$ cat config.mk
export PLATFORM = sky130hd
export DESIGN_NAME = carry_chain_acc_flat
export DESIGN_NICKNAME = d
export VERILOG_FILES = /design/src/rtl/carry_chain_acc_if.sv /design/src/rtl/carry_chain_acc.sv /design/src/flat_wrapper.sv
export SDC_FILE = /design/constraint.sdc
export NUM_CORES = 1
export LEC_CHECK = 0
export BUFFER_PORTS_ARGS = -buffer_cell sky130_fd_sc_hd__buf_4
export CAP_MARGIN = 25
export CORE_MARGIN = 3
export CORE_UTILIZATION = 59
export CTS_CLUSTER_DIAMETER = 30
export DETAILED_ROUTE_END_ITERATION = 12
export PLACE_DENSITY = 0.84
export SLEW_MARGIN = 10
export SYNTH_ARGS = -nofsm -noshare
export SYNTH_HDL_FRONTEND = slang
export SYNTH_SLANG_ARGS = --single-unit
export TNS_END_PERCENT = 20
$ cat constraint.sdc
create_clock -name QCK -period 4.37 [get_ports QCK]
set_input_delay 0.437 -clock QCK [delete_from_list [all_inputs] [get_ports QCK]]
set_output_delay 0.437 -clock QCK [all_outputs]
set_load 0.05 [all_outputs]
$ cat src/rtl/carry_chain_acc_if.sv
// rtl/carry_chain_acc_if.sv - operand/control/result bundle between the accumulator and its driver
interface carry_chain_acc_if #(
   parameter int WIDTH = 8
);
   logic             QEN;
   logic             IN_VLD;
   logic             IN_RDY;
   logic [1:0]       OP;
   logic [WIDTH-1:0] LI;
   logic             CI;
   logic [WIDTH-1:0] AQZ;
   logic             CO;
   logic             OVF;
   logic             OUT_VLD;

   modport master (
      output QEN, IN_VLD, OP, LI, CI,
      input  IN_RDY, AQZ, CO, OVF, OUT_VLD
   );

   modport slave (
      input  QEN, IN_VLD, OP, LI, CI,
      output IN_RDY, AQZ, CO, OVF, OUT_VLD
   );
endinterface

$ cat src/rtl/carry_chain_acc.sv
// rtl/carry_chain_acc.sv - two-cycle split-carry accumulator (low half at accept, high half next edge)
// Optional CARRY_CHAIN_ACC_SAT_EN: clamp add/sub results to signed max/min on overflow.
module carry_chain_acc #(
   parameter int WIDTH = 8
) (
   input  logic             QCK,
   input  logic             QRT,
   carry_chain_acc_if.slave bus
);
   localparam int LO = WIDTH / 2;
   localparam int HW = WIDTH - LO;

   localparam logic [1:0] OP_HOLD = 2'b00;
   localparam logic [1:0] OP_ADD  = 2'b01;
   localparam logic [1:0] OP_SUB  = 2'b10;
   localparam logic [1:0] OP_LOAD = 2'b11;

   typedef enum logic {IDLE, HI} state_t;

   state_t           state;
   state_t           state_nxt;
   logic             in_rdy;
   logic             accept;

   logic [1:0]       op_q;
   logic [HW-1:0]    li_hi_q;
   logic [LO-1:0]    lo_sum_q;
   logic             lo_carry_q;

   logic [WIDTH-1:0] aqz_q;
   logic             co_q;
   logic             ovf_q;
   logic             out_vld_q;

   logic [LO-1:0]    lo_opnd;
   logic [LO:0]      lo_sum;
   logic [LO-1:0]    lo_next;
   logic [HW-1:0]    hi_opnd;
   logic [HW:0]      hi_sum;
   logic [WIDTH-1:0] arith_res;
   logic [WIDTH-1:0] final_res;
   logic             arith_co;
   logic             ovf_now;

   // FSM state register
   always_ff @(posedge QCK or posedge QRT) begin
      if (QRT) begin
         state <= IDLE;
      end else if (bus.QEN) begin
         state <= state_nxt;
      end
   end

   always_comb begin
      state_nxt = state;
      in_rdy    = 1'b0;
      accept    = 1'b0;
      case (state)
         IDLE: begin
            in_rdy = 1'b1;
            if (bus.IN_VLD && bus.QEN) begin
               accept    = 1'b1;
               state_nxt = HI;
            end
         end
         HI: begin
            state_nxt = IDLE;
         end
         default: state_nxt = IDLE;
      endcase
   end

   // Low half is summed at accept; AQZ is stable until the HI edge so this is safe.
   always_comb begin
      lo_opnd = (bus.OP == OP_SUB) ? ~bus.LI[LO-1:0] : bus.LI[LO-1:0];
      lo_sum  = {1'b0, aqz_q[LO-1:0]} + {1'b0, lo_opnd} + {{LO{1'b0}}, bus.CI};
      case (bus.OP)
         OP_LOAD: lo_next = bus.LI[LO-1:0];
         OP_HOLD: lo_next = aqz_q[LO-1:0];
         default: lo_next = lo_sum[LO-1:0];
      endcase
   end

   always_comb begin
      hi_opnd   = (op_q == OP_SUB) ? ~li_hi_q : li_hi_q;
      hi_sum    = {1'b0, aqz_q[WIDTH-1:LO]} + {1'b0, hi_opnd} + {{HW{1'b0}}, lo_carry_q};
      arith_res = {hi_sum[HW-1:0], lo_sum_q};
      arith_co  = hi_sum[HW];
      ovf_now   = (aqz_q[WIDTH-1] == hi_opnd[HW-1]) &&
                  (arith_res[WIDTH-1] != aqz_q[WIDTH-1]);
`ifdef CARRY_CHAIN_ACC_SAT_EN
      // Both operands share a sign on overflow; a positive sign means positive overflow.
      if (ovf_now) begin
         final_res = aqz_q[WIDTH-1] ? {1'b1, {(WIDTH-1){1'b0}}} : {1'b0, {(WIDTH-1){1'b1}}};
      end else begin
         final_res = arith_res;
      end
`else
      final_res = arith_res;
`endif
   end

   always_ff @(posedge QCK or posedge QRT) begin
      if (QRT) begin
         op_q       <= OP_HOLD;
         li_hi_q    <= '0;
         lo_sum_q   <= '0;
         lo_carry_q <= 1'b0;
         aqz_q      <= '0;
         co_q       <= 1'b0;
         ovf_q      <= 1'b0;
         out_vld_q  <= 1'b0;
      end else if (bus.QEN) begin
         out_vld_q <= 1'b0;
         if (accept) begin
            op_q       <= bus.OP;
            li_hi_q    <= bus.LI[WIDTH-1:LO];
            lo_sum_q   <= lo_next;
            lo_carry_q <= lo_sum[LO];
         end
         if (state == HI) begin
            out_vld_q <= 1'b1;
            case (op_q)
               OP_ADD, OP_SUB: begin
                  aqz_q <= final_res;
                  co_q  <= arith_co;
                  if (ovf_now) begin
                     ovf_q <= 1'b1;
                  end
               end
               OP_LOAD: begin
                  aqz_q <= {li_hi_q, lo_sum_q};
                  co_q  <= 1'b0;
                  ovf_q <= 1'b0;
               end
               default: ;
            endcase
         end
      end
   end

   assign bus.IN_RDY  = in_rdy;
   assign bus.AQZ     = aqz_q;
   assign bus.CO      = co_q;
   assign bus.OVF     = ovf_q;
   assign bus.OUT_VLD = out_vld_q;
endmodule

$ cat src/flat_wrapper.sv
// flat-port wrapper written by rule: the top's interface ports become plain ports
module carry_chain_acc_flat 
#(
   parameter int WIDTH = 8
)
  (QCK, QRT, bus_QEN, bus_IN_VLD, bus_OP, bus_LI, bus_CI, bus_IN_RDY, bus_AQZ, bus_CO, bus_OVF, bus_OUT_VLD);
  carry_chain_acc_if #(.WIDTH(WIDTH)) bus_i ();
  input  logic QCK;
  input  logic QRT;
  input wire logic [$bits(bus_i.QEN)-1:0] bus_QEN;
  input wire logic [$bits(bus_i.IN_VLD)-1:0] bus_IN_VLD;
  input wire logic [$bits(bus_i.OP)-1:0] bus_OP;
  input wire logic [$bits(bus_i.LI)-1:0] bus_LI;
  input wire logic [$bits(bus_i.CI)-1:0] bus_CI;
  output wire logic [$bits(bus_i.IN_RDY)-1:0] bus_IN_RDY;
  output wire logic [$bits(bus_i.AQZ)-1:0] bus_AQZ;
  output wire logic [$bits(bus_i.CO)-1:0] bus_CO;
  output wire logic [$bits(bus_i.OVF)-1:0] bus_OVF;
  output wire logic [$bits(bus_i.OUT_VLD)-1:0] bus_OUT_VLD;
  assign bus_i.QEN = bus_QEN;
  assign bus_i.IN_VLD = bus_IN_VLD;
  assign bus_i.OP = bus_OP;
  assign bus_i.LI = bus_LI;
  assign bus_i.CI = bus_CI;
  assign bus_IN_RDY = bus_i.IN_RDY;
  assign bus_AQZ = bus_i.AQZ;
  assign bus_CO = bus_i.CO;
  assign bus_OVF = bus_i.OVF;
  assign bus_OUT_VLD = bus_i.OUT_VLD;
  carry_chain_acc #(.WIDTH(WIDTH)) u_core (.QCK(QCK), .QRT(QRT), .bus(bus_i));
endmodule
# [Word level (Yosys, flattened, before mapping)]
# Cells that the tools add are included.
[word_totals] register_bits=23
[op_classes] add_sub_neg=4 n_eq_ne=8 muxes=12 bitwise_logic=3 reduce_logical=8
[ops] cell="8-bit case mux with 2 select lines" n=1
[ops] cell="4-bit by 4-bit adder with 5-bit output" n=2
[ops] cell="5-bit by 1-bit adder with 5-bit output" n=2
[ops] cell="2-bit equality test (second input constant)" n=4
[ops] cell="4-bit two-way mux" n=2
[ops] cell="4-bit NOT" n=2
[ops] cell="4-bit case mux with 2 select lines" n=1
[ops] cell="1-bit case mux with 2 select lines" n=3
[ops] cell="1-bit two-way mux" n=5
[ops] cell="4-bit AND reduction" n=1
[ops] cell="3-bit AND reduction" n=1
[ops] cell="2-bit by 1-bit equality test with 1-bit output (second input constant)" n=1
[ops] cell="1-bit logical AND" n=2
[ops] cell="2-bit logical NOT" n=1
[ops] cell="2-bit by 1-bit inequality test with 1-bit output (second input constant)" n=1
[ops] cell="2-bit AND reduction" n=1
[ops] cell="2-bit nonzero test" n=1
[ops] cell="2-bit OR reduction" n=1
[ops] cell="1-bit equality test" n=1
[ops] cell="1-bit inequality test" n=1
[ops] cell="1-bit NOT" n=1

# [Depth between registers and ports, before layout]
# Gate-level depths: netlist of the first run.
[depth] word_depth=8 mapped_depth=9 ltp_nobuf=9

# [Worst setup path after synthesis of the first run]
# Ideal clock, no wire load.
[synth_path] kind="flip-flop to flip-flop" start="reg u_core.aqz_q[4], in the netlist u_core.bus.AQZ[4]" end="reg u_core.ovf_q, in the netlist u_core.bus.OVF" arrival_time_ps=2096 required_time_ps=4244 slack_ps=2148 path_stages_with_launch=7 n_path_buf=0 cell_sequence="dfrtp_1 > inv_1 > fa_1 > nand3b_2 > a2111oi_4 > nor3b_1 > a221o_1"
[synth_via] elab_chain_len=6
[synth_lines] item="start: declaration" line="carry_chain_acc.sv:30" text="logic [WIDTH-1:0] aqz_q;"
[synth_lines] item="start signal: assignment" line="carry_chain_acc.sv:125" text="aqz_q <= final_res;"
[synth_lines] item="start signal: assignment" line="carry_chain_acc.sv:132" text="aqz_q <= {li_hi_q, lo_sum_q};"
[synth_lines] item="4-bit by 4-bit adder with 5-bit output" line="carry_chain_acc.sv:86" text="hi_sum = {1'b0, aqz_q[WIDTH-1:LO]} + {1'b0, hi_opnd} + {{HW{1'b0}}, lo_carry_q};"
[synth_lines] item="5-bit by 1-bit adder with 5-bit output" line="carry_chain_acc.sv:86"
[synth_lines] item="1-bit inequality test" line="carry_chain_acc.sv:90" text="(arith_res[WIDTH-1] != aqz_q[WIDTH-1]);"
[synth_lines] item="1-bit logical AND" line="carry_chain_acc.sv:89" text="ovf_now = (aqz_q[WIDTH-1] == hi_opnd[HW-1]) &&"
[synth_lines] item="2-bit by 1-bit inequality test with 1-bit output (no source line)"
[synth_lines] item="4-bit AND reduction (no source line)"
[synth_lines] item="end signal: assignment" line="carry_chain_acc.sv:111" text="ovf_q <= 1'b0;"
[synth_lines] item="end signal: assignment" line="carry_chain_acc.sv:128" text="ovf_q <= 1'b1;"
[synth_lines] item="end signal: assignment" line="carry_chain_acc.sv:134" text="ovf_q <= 1'b0;"
[synth_lines] item="end: declaration" line="carry_chain_acc.sv:32" text="logic ovf_q;"
# Every way passes these cells.
# A chain may end at the register's enable or synchronous reset.

# [Worst setup path after layout of the first run]
[layout_path] start="reg u_core.op_q[0]" end="reg u_core.ovf_q, in the netlist u_core.bus.OVF"
[layout_via] elab_chain_len=8
[layout_lines] item="start: declaration" line="carry_chain_acc.sv:25" text="logic [1:0] op_q;"
[layout_lines] item="start signal: assignment" line="carry_chain_acc.sv:116" text="op_q <= bus.OP;"
[layout_lines] item="2-bit equality test" line="carry_chain_acc.sv:85, carry_chain_acc.sv:123"
[layout_lines] item="4-bit two-way mux" line="carry_chain_acc.sv:85" text="hi_opnd = (op_q == OP_SUB) ? ~li_hi_q : li_hi_q;"
[layout_lines] item="4-bit by 4-bit adder with 5-bit output" line="carry_chain_acc.sv:86"
[layout_lines] item="5-bit by 1-bit adder with 5-bit output" line="carry_chain_acc.sv:86"
[layout_lines] item="1-bit inequality test" line="carry_chain_acc.sv:90"
[layout_lines] item="1-bit logical AND" line="carry_chain_acc.sv:89"
[layout_lines] item="2-bit by 1-bit inequality test with 1-bit output (no source line)"
[layout_lines] item="4-bit AND reduction (no source line)"
# Parallel ways exist; a longest one is shown, timed or not.

==> results of run 1 <==
sequential cells by signal, summed over array words and instances, names as in the netlist:
register / flops
u_core.bus.AQZ: 8
u_core.bus.CO: 1
u_core.bus.OUT_VLD: 1
u_core.bus.OVF: 1
u_core.li_hi_q: 4
u_core.lo_carry_q: 1
u_core.lo_sum_q: 4
u_core.op_q: 2
u_core.state: 1
kinds of logic (layout without fill, tap and decap cells):
family | Yosys count | after routing | synth area share
xor gates and xnor gates | 12 | 12 | 0.0716
and+or+nand+nor | 25 | 25 | 0.0912
adders and majority gates | 16 | 16 | 0.157
muxes | 9 | 9 | 0.0682
DFF | 23 | 23 | 0.392
AOI/OAI and AO/OA | 33 | 33 | 0.164
buffers and inverters | 22 | 48 | 0.0563
power breakdown:
group,internal (mW),switching [mW]
sequential,0.285,0.0650
clock,0.0341,0.0653
combinational,0.259,0.388
placed cells by master, fill, tap and decap left out, types with 4 or more instances in the layout:
| cell type | Yosys | layout |
|---|---|---|
| mux2_2 | 8 | 8 |
| inv_1 | 18 | 18 |
| nand2_1 | 9 | 9 |
| fa_1 | 4 | 4 |
| buf_4 | 0 | 26 |
| xnor2_1 | 4 | 4 |
| o21ai_0 | 9 | 9 |
| nor2_1 | 6 | 6 |
| a21oi_1 | 6 | 6 |
| dfrtp_1 | 23 | 23 |
| xor2_1 | 8 | 8 |
| ha_1 | 12 | 12 |
layout make-up:
| type | count | area [um^2] | share of cell area |
|---|---|---|---|
| repair buffers | 26 | 195 | 0.114 |
| clock buffers | 3 | 22.5 | 0.0132 |
| multi-input cells | 95 | 810 | 0.473 |
| flip-flops and latches | 23 | 576 | 0.337 |
| well taps | 28 | 35.0 | 0.0205 |
| inverters | 18 | 67.6 | 0.0395 |
| clock inverters | 1 | 5.00 | 0.00293 |
final timing paths:
check                                   start            endpoint  depth (start not counted)
max in group asynchronous                 QRT       u_core.bus.CO                          2
hold / removal                            QRT  u_core.lo_sum_q[1]                          2
hold reg to reg            u_core.lo_sum_q[0]  u_core.lo_sum_q[0]                          1
min in group QCK                      bus_QEN  u_core.bus.OUT_VLD                          2
setup reg to reg               u_core.op_q[0]      u_core.bus.OVF                          8
setup / recovery               u_core.op_q[0]      u_core.bus.OVF                          8
layer usage:
| layer | vias to the layer above | routed length, um | part of all wire |
|---|---|---|---|
| met5 | - | 0 | 0 |
| met4 | 0 | 16 | 0.0057 |
| met1 | 543 | 1220 | 0.44 |
| li1 | 533 | - | - |
| met3 | 2 | 91 | 0.033 |
| met2 | 16 | 1470 | 0.52 |
==> impl_metrics.csv, run 1 <==
group,metric,value,unit
run_status,status,"complete, no violations",
routing,drt-pass1-iter-count,3,
synth,synth_seq_cells,23,
synth,syn_inst,140,
place,gp_congestion,0.809,
routing,vias,1094,
sta,skew,3.32,ps
routing,drcViolationCount,0,
synth,synth.distinct_cells,32,
finish,syn_to_final_growth,16.5,%
setup_path,startpoint_type,"register",
sta,post-route-period-util,0.539,
setup_path,crit_slowest_cell,"fa_1",
power_and_ir_drop,total_power,1.10,mW
global_route,grt_pass1_wl,4.89,mm
routing,drtIter0Drc,17,
setup_path,cp_top_family,"adder cells",
synth,yosysSeqAreaShare,0.392,
setup_path,slowest_delay,400,ps
clock_tree,clock-sinks,23,
place,placed_cells,190,
floorplanning,initial_utilization,0.645,
global_route,grt_max_degree,24,
setup_path,worst_setup_path_end_kind,"register",
sta,setup_slack,2020,ps
finish,fin_area,1710,um^2
floorplanning,dieArea,3120,um^2
setup_path,rrSetupSlack,2020,ps
synth,yosys-top-cells-area,"dfrtp_1 (39%), ha_1 (10%), mux2_2 (6.1%), fa_1 (5.5%), xor2_1 (4.8%)",
synth,synth_top_flop_cell,"dfrtp_1",
global_route,grt_usage,0.195,
global_route,use_met2,0.365,
setup_path,crit_type,"register to register",
finish,instances_no_fill,194,
place,dpl_worst_slack,1980,ps
setup_path,cp.required,4570,ps
sta,finalMaxSlewViolations,0,
synth,synth_top_area_share,0.392,
place,placed_area,1680,um^2
sta,whs,287,ps
routing,vias_per_cell,5.64,
synth,synth.net_count,171,
synth,synth-edff-count,0,
flow_run,drv_cap,0,
clock_tree,cts_tree,"built",
sta,rsz0062_at_grt,"false",
sta,slew_headroom,0.431,
global_route,antenna_found_initial,0,
worst_hold_path,hold_class,"input port to asynchronous set/reset pin",
place,io_buffers,26,
sta,worst_pin_slew,852,ps
clock_tree,clk_path_buf_depth,2,
clock_tree,cts_resized,0,
floorplanning,die_w,55.9,um
sta,hold_viol,0,
floorplanning,io_pins,27,
global_route,grtUsageMet3,0.0209,
power_and_ir_drop,p_leak,0.858,nW
routing,wl_per_cell,14.4,um
clock_tree,cts_buffers,3,
sta,tns,0,ps
synth,synth_commonest_cells,"dfrtp_1 (23), inv_1 (18), ha_1 (12), nand2_1 (9), o21ai_0 (9)",
global_route,first_global_vias,1091,
global_route,grt_util_met1,0.238,
clock_tree,clock_tree.root_cell,"clkbuf_4",
finish,fillCellCount,170,
global_route,grt_busiest_layer,"met2",
clock_tree,post_cts_buffers,0,
clock_tree,htreeDepth,1,
routing,routed_wirelength,2.80,mm
power_and_ir_drop,p_per_area,641,nW/um^2
sta,final.min_clock_period,2350,ps
synth,avgSynthCellArea,10.5,um^2
setup_path,critPathMaxFanout,4,
global_route,overflow,0,
power_and_ir_drop,ir_drop,0.000402,V
finish,nNetsFinal,198,
finish,diodes,0,
synth,synthArstFlopShare,1.00,
floorplanning,rows,17,
synth,yosysTopAreaCell,"dfrtp_1",
clock_tree,clkTransAtPathRegs,130,ps
floorplanning,die_h,55.9,um
finish,drive_gt1_frac,0.259,
synth,yosysWarnings,0,
sta,setup_viol,0,
finish,final_util,0.752,
routing,drt.antenna.violating_nets,0,
floorplanning,core,2280,um^2
setup_path,critPathBufInv,1,
synth,yosysMostFrequentCell,"dfrtp_1",
synth,synth_area,1470,um^2
place,dp_hpwl,2.18,mm
sta,timing.fmax,0.425,GHz
clock_tree,clk_latency,300,ps
setup_path,crit_chain,"inv_1 -> ha_1 -> xnor2_1 -> fa_1 -> nand3b_2 -> a2111oi_4 -> nor3b_1 -> a221o_1",
clock_tree,postCtsHoldBufs,0,
setup_path,critPathArrivalTime,2560,ps
Power figures use the tool's default switching activity.
==> run 2, diff against run 1 <==
Settings changed: CORE_UTILIZATION 59 to 55, PLACE_DENSITY 0.84 to 0.79.
Clock period 4.37 ns to 2.18 ns, I/O delays scaled along.
==> run 2 against run 1 <==
Power is 110% higher. Setup slack lost 2000 ps. Worst hold slack got worse by 170 ps. Critical endpoint unchanged. Non-clock buffer count increased by 12. Critical path type unchanged. Combinational power up 120%.
==> impl_metrics.csv, run 2 (same netlist as run 1, synthesis figures left out) <==
group,metric,value,unit
routing,drtIter0Drc,41,
floorplanning,rows,18,
sta,final.min_clock_period,2170,ps
clock_tree,clk_latency,320,ps
routing,wl_per_cell,14.5,um
floorplanning,die_h,57.7,um
worst_hold_path,hold_class,"input port to register",
sta,post-route-period-util,0.996,
place,gp_congestion,0.789,
setup_path,crit_type,"register to register",
sta,tns,0,ps
setup_path,crit_slowest_cell,"dfrtp_1",
floorplanning,die_w,57.7,um
global_route,overflow,0,
finish,mostFrequentLayoutCells,"buf_4 (37), dfrtp_1 (22), inv_1 (17)",
finish,nNetsFinal,210,
setup_path,cp_top_family,"compound AO/OA/AOI/OAI gates",
finish,layout_commonest_cell,"buf_4",
power_and_ir_drop,p_leak,0.923,nW
clock_tree,cts_buffers,3,
floorplanning,dieArea,3320,um^2
setup_path,crit_chain,"ha_4 -> xnor2_1 -> fa_2 -> nand3b_4 -> a2111oi_4 -> nor3b_1 -> a221o_1",
setup_path,critPathBufInv,0,
floorplanning,core,2500,um^2
place,dp_hpwl,2.40,mm
setup_path,startpoint_type,"register",
clock_tree,cts_tree,"built",
global_route,grt_pass1_wl,5.22,mm
finish,drive_gt1_frac,0.348,
run_status,status,"complete, no violations",
power_and_ir_drop,ir_drop,0.000840,V
sta,finalMaxSlewViolations,0,
global_route,antenna_found_initial,0,
sta,rsz0062_at_grt,"true",
routing,vias_per_cell,5.51,
setup_path,critPathArrivalTime,2390,ps
flow_run,drv_cap,0,
clock_tree,htreeDepth,1,
sta,hold_viol,0,
sta,worst_pin_slew,584,ps
sta,slew_headroom,0.610,
global_route,first_global_vias,1204,
clock_tree,clock-sinks,23,
finish,largest_reg_flops,8,
global_route,grt_usage,0.199,
sta,skew,18.6,ps
finish,syn_to_final_growth,26.9,%
clock_tree,clock_tree.root_cell,"clkbuf_4",
routing,drcViolationCount,0,
power_and_ir_drop,p_per_area,1260,nW/um^2
setup_path,cp.required,2390,ps
global_route,grt_max_degree,20,
sta,timing.fmax,0.460,GHz
setup_path,slowest_delay,440,ps
setup_path,worst_setup_path_end_kind,"register",
routing,vias,1146,
setup_path,critPathMaxFanout,4,
routing,drt.antenna.violating_nets,0,
finish,fin_area,1860,um^2
routing,drt-pass1-iter-count,4,
place,placed_area,1760,um^2
finish,diodes,0,
place,io_buffers,26,
floorplanning,io_pins,27,
routing,routed_wirelength,3.02,mm
finish,fillCellCount,175,
floorplanning,initial_utilization,0.587,
sta,setup_viol,0,
clock_tree,clkTransAtPathRegs,140,ps
clock_tree,clk_path_buf_depth,2,
## run 2: cell count changes in the layout (fill, tap and decap cells not counted), sizes merged
cell         delta
dlygate4sd3     +1
buf            +11
## run 2: final cells by class
class                           count  area, um^2  share of cell area
Clock buffer                        3        22.5              0.0121
Clock inverter                      1        5.00             0.00269
Inverter                           18        67.6              0.0363
Multi-Input combinational cell     95         866               0.465
Sequential cell                    23         577               0.310
Tap cell                           30        37.5              0.0201
Timing Repair Buffer               38         288               0.154
## run 2: where the power goes
group	internal (mW)	total, mW	switching (mW)
Sequential	0.572	0.708	0.136
Clock	0.0685	0.199	0.131
Combinational	0.623	1.45	0.825
Total	1.26	2.36	1.09
## run 2: stage by stage
| step | setup slack (ps) | hold slack (ps) | instances | total power [mW] | util |
|---|---|---|---|---|---|
| detailed placement | -93.3 | 309 | 202 | 2.07 | 0.706 |
| global placement | 10.4 | 284 | 202 | 2.01 | 0.706 |
| finish | 8.23 | 113 | 208 | 2.36 | 0.745 |
| global route | -39.0 | 116 | 208 | 2.54 | 0.745 |
| CTS | -11.2 | 99.9 | 207 | 2.33 | 0.730 |
| floorplan | 15.8 | 220 | 140 | 1.68 | - |
## run 2: worst paths after layout
kind / start / to / slack (ps) / depth (start not counted)
max in group asynchronous: QRT / u_core.lo_carry_q / 1090 / 4
max reg2reg: u_core.op_q[1] / u_core.bus.OVF / 8 / 7
min reg2reg: u_core.lo_sum_q[1] / u_core.lo_sum_q[1] / 490 / 1
min: bus_QEN / u_core.state / 110 / 2
max: u_core.op_q[1] / u_core.bus.OVF / 8 / 7
min in group asynchronous: QRT / u_core.bus.AQZ[2] / 500 / 3
## run 2: timing repair
| item | CTS | global route |
|---|---|---|
| endpoints found under the hold margin | 13 | 0 |
| hold buffers | 1 | 0 |
| gates resized for setup | 5 | 5 |
| endpoints found under the setup margin | 3 | 3 |
| gates cloned | 0 | 0 |
| pin swaps | 1 | 1 |
| buffers inserted | 0 | 1 |
## run 2: layer usage
layer / GRT usage / part of all wire
met1: 0.243 / 0.42
met2: 0.361 / 0.54
met3: 0.0267 / 0.032
met4: 0.0629 / 0.0080
met5: 0 / 0
==> run 3, diff against run 2 <==
Settings changed: BUFFER_PORTS_ARGS -buffer_cell sky130_fd_sc_hd__buf_4 to -buffer_cell sky130_fd_sc_hd__buf_2.
==> run 3 against run 2 <==
Power decreased by 4.7%. Final cell count decreased by 0.96%. Die area unchanged. Critical path type unchanged.
==> impl_metrics.csv, run 3 (same netlist as run 1, synthesis figures left out) <==
group,metric,value,unit
setup_path,r2r-end,"u_core.bus.OVF",
finish,multi_input_area,843,um^2
place,gp_congestion,0.818,
floorplanning,die_h,57.7,um
global_route,grt_max_degree,24,
finish,layout_commonest_cell,"buf_2",
finish,mostFrequentLayoutCells,"buf_2 (26), dfrtp_1 (22), inv_1 (17), ha_1 (10)",
power_and_ir_drop,ir_drop,0.000913,V
global_route,first_global_vias,1120,
floorplanning,dieArea,3320,um^2
setup_path,critPathArrivalTime,2300,ps
routing,vias_per_cell,5.32,
routing,wl_per_cell,13.5,um
finish,diodes,0,
sta,slew_headroom,0.734,
sta,skew,4.04,ps
finish,largest_reg_flops,8,
setup_path,crit_type,"register to register",
setup_path,worst_setup_path_end_kind,"register",
sta,setup_viol,0,
global_route,antenna_found_initial,0,
sta,hold_viol,0,
setup_path,timing.rr.start,"u_core.op_q[1]",
finish,seq_area,577,um^2
sta,finalMaxSlewViolations,0,
worst_hold_path,hold_class,"input port to register",
clock_tree,clkTransAtPathRegs,130,ps
clock_tree,clk_path_buf_depth,2,
setup_path,startpoint_type,"register",
setup_path,slowest_delay,430,ps
sta,whs,131,ps
setup_path,rrSetupSlack,90,ps
setup_path,crit_slowest_cell,"dfrtp_1",
floorplanning,core,2500,um^2
place,placed_area,1690,um^2
routing,drt.antenna.violating_nets,0,
sta,post-route-period-util,0.957,
run_status,status,"complete, no violations",
clock_tree,cts_tree,"built",
clock_tree,htreeDepth,1,
clock_tree,cts_buffers,3,
setup_path,crit_start,"u_core.op_q[1]",
clock_tree,clock_tree.root_cell,"clkbuf_4",
sta,worst_pin_slew,398,ps
global_route,overflow,0,
routing,drt-pass1-iter-count,4,
place,dpl_worst_slack,-73.2,ps
clock_tree,clk_latency,310,ps
setup_path,critPathCapture,"u_core.bus.OVF",
floorplanning,rows,18,
finish,nNetsFinal,208,
power_and_ir_drop,total_power,2.25,mW
sta,tns,0,ps
floorplanning,io_pins,27,
global_route,grt_usage,0.185,
sta,final.min_clock_period,2090,ps
routing,routed_wirelength,2.78,mm
finish,syn_to_final_growth,19.9,%
power_and_ir_drop,p_per_area,1280,nW/um^2
floorplanning,initial_utilization,0.587,
power_and_ir_drop,p_leak,0.889,nW
global_route,grt_pass1_wl,4.88,mm
routing,drtIter0Drc,25,
sta,timing.fmax,0.479,GHz
finish,drive_gt1_frac,0.318,
finish,fin_area,1760,um^2
routing,drcViolationCount,0,
flow_run,drv_cap,0,
place,dp_hpwl,2.14,mm
setup_path,reg2reg_depth,7,
setup_path,crit_chain,"ha_4 -> xnor2_1 -> fa_2 -> nand3b_4 -> a2111oi_4 -> nor3b_1 -> a221o_1",
floorplanning,die_w,57.7,um
setup_path,cp.required,2390,ps
sta,setup_slack,93.3,ps
place,io_buffers,26,
clock_tree,clock-sinks,23,
routing,vias,1096,
finish,fillCellCount,192,
setup_path,critPathMaxFanout,4,
[run 3: layout make-up]
class / instances / area share
timing repair buffer: 36 / 0.118
multi-input combinational: 95 / 0.479
clock buffer: 4 / 0.0149
tap: 30 / 0.0213
sequential: 23 / 0.328
inverter: 18 / 0.0384
[run 3: how the worst min path moves through the flow]
stage | cells past startpoint | endpoint | startpoint | slack, ps
floorplan | 1 | u_core.bus.AQZ[0] | QRT | 220
global placement | 3 | u_core.bus.AQZ[2] | QRT | 270
detailed placement | 3 | u_core.lo_sum_q[2] | QRT | 280
CTS | 2 | u_core.li_hi_q[3] | bus_LI[7] | 120
global route | 2 | u_core.li_hi_q[3] | bus_LI[7] | 110
finish | 2 | u_core.li_hi_q[3] | bus_LI[7] | 130
[run 3: report_power, final]
group / internal (mW) / switching [mW]
Sequential: 0.572 / 0.122
Combinational: 0.540 / 0.811
Clock: 0.0714 / 0.130
Total: 1.18 / 1.06
[run 3: timing repair]
item / in CTS / in global routing
endpoints found under the hold margin: 23 / 0
resized for setup: 1 / 6
setup endpoints to repair: 1 / 3
pin swaps: 0 / 1
buffers inserted: 0 / 0
hold buffers: 1 / 0
[run 3: critical path: cells and delay by family, from the launching register on]
family	cells	cell delay [ps]
and+or+nand+nor	2	290
adders and majority gates	2	560
DFF	1	430
AOI/OAI and AO/OA	2	570
xor gates and xnor gates	1	140
[run 3: layer usage]
layer,global-route usage,share of wire
met2,0.344,0.54
met3,0.0245,0.032
met1,0.224,0.42
met4,0.0497,0.0022
met5,0,0
[run 3: through the flow]
stage	utilization	std cells
after floorplan	-	140
after global placement	0.677	201
after detailed placement	0.677	201
after CTS	0.695	206
after global routing	0.704	206
final	0.704	206
